## config.mk

```make
export PLATFORM = sky130hd
export DESIGN_NAME = fifo_pkt_reader
export DESIGN_NICKNAME = d
export VERILOG_FILES = /design/src/rtl/fifo_pkt_reader.sv
export SDC_FILE = /design/constraint.sdc
export NUM_CORES = 1
export LEC_CHECK = 0
export ABC_AREA = 0
export BUFFER_PORTS_ARGS = -buffer_cell sky130_fd_sc_hd__buf_2
export CAP_MARGIN = 20
export CORE_AREA = 2 2 76 151
export DETAILED_ROUTE_END_ITERATION = 6
export DIE_AREA = 0 0 78 153
export GPL_ROUTABILITY_DRIVEN = 0
export PLACE_DENSITY = 0.55
export SYNTH_ARGS = -nofsm -noshare
export SYNTH_HDL_FRONTEND = slang
export SYNTH_SLANG_ARGS = --single-unit
```

## constraint.sdc

```tcl
create_clock -name clk -period 5.5 [get_ports clk]
set_input_delay 1.1 -clock clk [delete_from_list [all_inputs] [get_ports clk]]
set_output_delay 1.1 -clock clk [all_outputs]
set_load 0.01 [all_outputs]
```

## src/rtl/fifo_pkt_reader.sv

```systemverilog
// fifo_pkt_reader: pops a show-ahead FIFO, parses length-prefixed frames and
// presents them on a valid/ready stream through a 2-entry skid buffer.
module fifo_pkt_reader #(
    parameter int DATA_BIT = 16,
    parameter int LEN_BIT  = 8,
    parameter int CNT_BIT  = 16
) (
    input  logic                clk,
    input  logic                rst_n,
    input  logic [DATA_BIT-1:0] fifo_rd_data,
    input  logic                fifo_empty,
    output logic                fifo_rd_en,
    input  logic                flush,
    output logic [DATA_BIT-1:0] m_data,
    output logic                m_sop,
    output logic                m_eop,
    output logic                m_valid,
    input  logic                m_ready,
    output logic                pkt_busy,
    output logic [CNT_BIT-1:0]  pkt_cnt,
    output logic                len_err
);
    typedef enum logic {HDR, PAY} state_t;

    state_t              state;
    logic [LEN_BIT-1:0]  rem;
    logic [LEN_BIT-1:0]  len;
    logic [1:0]          count;
    logic [1:0]          c_after;
    logic [DATA_BIT-1:0] d0, d1;
    logic                s0, s1, e0, e1;
    logic                xfer, tag_eop;

    // Registered count only, so the pop strobe never depends on m_ready.
    assign fifo_rd_en = rst_n && !fifo_empty && (count < 2'd2) && !flush;
    assign xfer       = m_valid && m_ready;
    assign c_after    = count - {1'b0, xfer};
    assign len        = fifo_rd_data[LEN_BIT-1:0];
    assign tag_eop    = (state == HDR) ? (len == '0) : (rem == LEN_BIT'(1));
    assign m_valid    = count != 2'd0;
    assign m_data     = d0;
    assign m_sop      = s0;
    assign m_eop      = e0;
    assign pkt_busy   = state == PAY;

    always_ff @(posedge clk or negedge rst_n) begin
        if (!rst_n) begin
            state   <= HDR;
            rem     <= '0;
            count   <= 2'd0;
            d0      <= '0;
            d1      <= '0;
            s0      <= 1'b0;
            s1      <= 1'b0;
            e0      <= 1'b0;
            e1      <= 1'b0;
            pkt_cnt <= '0;
            len_err <= 1'b0;
        end else begin
            len_err <= 1'b0;
            if (flush) begin
                count <= 2'd0;
                state <= HDR;
                rem   <= '0;
            end else begin
                count <= c_after + {1'b0, fifo_rd_en};
                if (xfer && count == 2'd2)
                    {d0, s0, e0} <= {d1, s1, e1};
                // A new word lands in the first slot left free after this cycle's transfer.
                if (fifo_rd_en) begin
                    if (c_after == 2'd0)
                        {d0, s0, e0} <= {fifo_rd_data, state == HDR, tag_eop};
                    else
                        {d1, s1, e1} <= {fifo_rd_data, state == HDR, tag_eop};
                    if (state == HDR) begin
                        if (len == '0) begin
                            len_err <= 1'b1;
                            pkt_cnt <= pkt_cnt + CNT_BIT'(1);
                        end else begin
                            rem   <= len;
                            state <= PAY;
                        end
                    end else begin
                        rem <= rem - LEN_BIT'(1);
                        if (rem == LEN_BIT'(1)) begin
                            pkt_cnt <= pkt_cnt + CNT_BIT'(1);
                            state   <= HDR;
                        end
                    end
                end
            end
        end
    end
endmodule

```

==> reports/metrics.cfg <==
[outcome]
status=complete, no violations

[sta]
slew_viol_final=0
setup_tns_ns=0
fin_crit_ns=3.95
tightest_slew_ns=1.04
post-route-period-util_pct=71.8
rsz0062_at_grt=no
fin_worst_skew_ns=0.00451
setup_viol=0
fmax_ghz=0.253
setup_ws_ns=1.55
relSlewSlack_pct=30.4
hold_violations=0

[power_and_ir_drop]
p_per_area_nw_per_um2=432
p_leak_nw=1.71
p_total_w=0.00168
max-vdd-ir-drop_mv=0.225

[worst_setup_path]
reg2reg_setup_slack_ns=2.70
critPathMaxStageDelay_ns=1.04
cp_max_fo=18
worstPathArrival_ns=2.85
reg2reg_to=m_eop
cp.required_ns=4.40
rr_worst_depth=5
critPathSlowestCell=or4b_2
r2r-start=count[1]
cp-start-kind=input port
crit_type=input port to primary output
end_kind=primary output
crit_top_cell=buf_2
cp_cell_sequence=buf_2 > or4b_2 > inv_2 > buf_2

[grt]
grt_max_degree=66
grt_pass1_vias=2511
antenna_found_initial=0
grt-ovfl-total=0
grtUsageTotal_pct=14.1
grt_pass1_wl_um=13000

[die]
rows=54
die_h_um=153
fp.dieArea_sq_um=11900
coreArea_sq_um=10800
io_pins=59
start_util_pct=29.4
chipWidth_um=78

[placed_design]
numPortBuffers=58
hpwlAfterDp_um=5840
place_inst=455
place_ws_ns=1.55

[route]
totalWireLength_um=7920
drc=0
ant_nets=0
wl_per_cell_um=16.8
avgViaCountPerCell=4.93
drtPass1Iterations=4
drtIter0Drc=124
vias=2325

[layout]
fin_nets=353
regArea_sq_um=1600
instances_no_fill=472
nFillCells=1083
multiInputGateArea_sq_um=1430
syn2layout_area_growth_pct=22.1
n_antenna_cell=0
post_route_cells_drive_above_1_share_pct=34.3

[clock_tree]
htree_levels=3
clkSinkCount=64
cts_buffers=9
clk-insertion-delay-late_ns=0.33
cts_root_buf=clkbuf_16
clkTransAtPathRegs_ns=0.05
hold_buffers=0
cts_tree=done
clk_path_buf_depth=2
cts-resized-gates=0
post_cts_buffers=0

[synth]
synth_nets=291
synth_seq_area_share_pct=50.4
netlist_area_sq_um=3180
ys_warn_count=0
avgSynthCellArea_sq_um=12.0
synth_cell_type_count=48
ys_ff_latch=64
synth_cells=265

[min_path]
min_to=pkt_cnt[15]
hp-start=pkt_cnt[15]
holdPathStages=1
hp-class=flip-flop to flip-flop

[run]
cap_violations=0

state kept, by name, indices dropped and copies added (netlist names):
signal    count
m_eop         1
len_err       1
rem           8
count         2
pkt_cnt      16
e1            1
pkt_busy      1
m_sop         1
d1           16
m_data       16
s1            1
critical path: cells and delay by family:
| kind | cells | cell delay [ns] |
|---|---|---|
| and+or+nand+nor | 1 | 1.04 |
| buffers and inverters | 3 | 0.70 |
layout by cell type, fill, tap and decap left out, drive strengths merged, types with 3 or more instances in the layout:
master and n:
nor2 9, nand3 9, ha 5, a22oi 9, xnor2 4, a22o 3, or3 5, mux2 18
a21oi 8, buf 63, o22a 15, xor2 15, inv 19, o21ai 16, clkbuf 11, a31oi 4
o2bb2ai 4, dfrtp 64, a2111oi 11, clkinvlp 3, nand2 9, a211oi 3
cell type report:
type | instances | area share [%]
flip-flops and latches | 64 | 41.2
clock buffers | 11 | 6.25
inverters | 19 | 1.84
multi-input cells | 170 | 36.7
clock inverters | 5 | 0.837
repair buffers | 63 | 8.63
well taps | 140 | 4.51
per-stage QoR:
step	utilization, %	hold slack (ns)	cell area, sq um
3_5_place_dp	33.3	0.460	3600
4_1_cts	35.8	0.469	3870
5_1_grt	35.9	0.508	3880
2_1_floorplan	-	0.469	3180
3_3_place_gp	33.2	0.458	3590
6_report	35.9	0.468	3880
kinds of logic (layout without fill, tap and decap cells):
| kind of cell | Yosys count | in the layout | share of synthesized area (%) |
|---|---|---|---|
| compound gates | 77 | 77 | 21.8 |
| flops | 64 | 64 | 50.4 |
| simple gates | 50 | 50 | 9.17 |
| buf+inv | 31 | 98 | 4.80 |
| xor+xnor | 19 | 19 | 5.23 |
| mux | 19 | 19 | 6.69 |
| fa+ha+maj | 5 | 5 | 1.97 |
Yosys cell counts, drive strengths merged:
library cell	n	share of area, %
a2111oi	11	7.2
a211oi	3	0.71
a21oi	8	1.4
a22o	3	0.83
a22oi	9	2.1
a31o	1	0.28
a31oi	4	0.79
a32o	1	0.31
and2	1	0.20
and3	2	0.39
and4	2	0.55
buf	8	2.1
clkbuf	4	0.47
dfrtp	64	50
ha	5	2.0
inv	19	2.2
mux2	18	6.4
mux2i	1	0.31
nand2	9	1.1
nand3	9	1.8
nand3b	2	0.47
nand4	1	0.20
nor2	9	1.1
nor2b	1	0.20
nor3	1	0.16
nor3b	2	0.47
nor4	1	0.20
nor4bb	1	0.31
o21ai	16	2.5
o22a	15	4.1
o2bb2ai	4	1.1
o31ai	2	0.47
or2	1	0.20
or3	5	0.98
or4	2	0.59
or4b	1	0.31
xnor2	4	1.1
xor2	15	4.1
where the power goes:
group	total (W)	switching (W)	internal, W
registers	0.000706	0.0000882	0.000618
clock network	0.000512	0.000197	0.000315
logic	0.000459	0.000234	0.000225
per-layer routing:
layer  part of all wire, %  GRT usage [%]  up-vias
met5                     0              0        -
met3                   3.9           3.72       13
li1                      -              -     1110
met1                    37           14.4     1141
met2                    57           26.5       61
met4                   2.2           5.85        0
worst max path at each step:
| stage | startpoint | cells after the start | end | slack [ns] |
|---|---|---|---|---|
| after global placement | flush | 4 | fifo_rd_en | 1.59 |
| after floorplan | flush | 3 | fifo_rd_en | 2.30 |
| after CTS | flush | 4 | fifo_rd_en | 1.54 |
| after detailed placement | flush | 4 | fifo_rd_en | 1.55 |
| after global routing | flush | 4 | fifo_rd_en | 1.48 |
| final | flush | 4 | fifo_rd_en | 1.55 |
No activity file was read; power rests on OpenSTA's default activity.
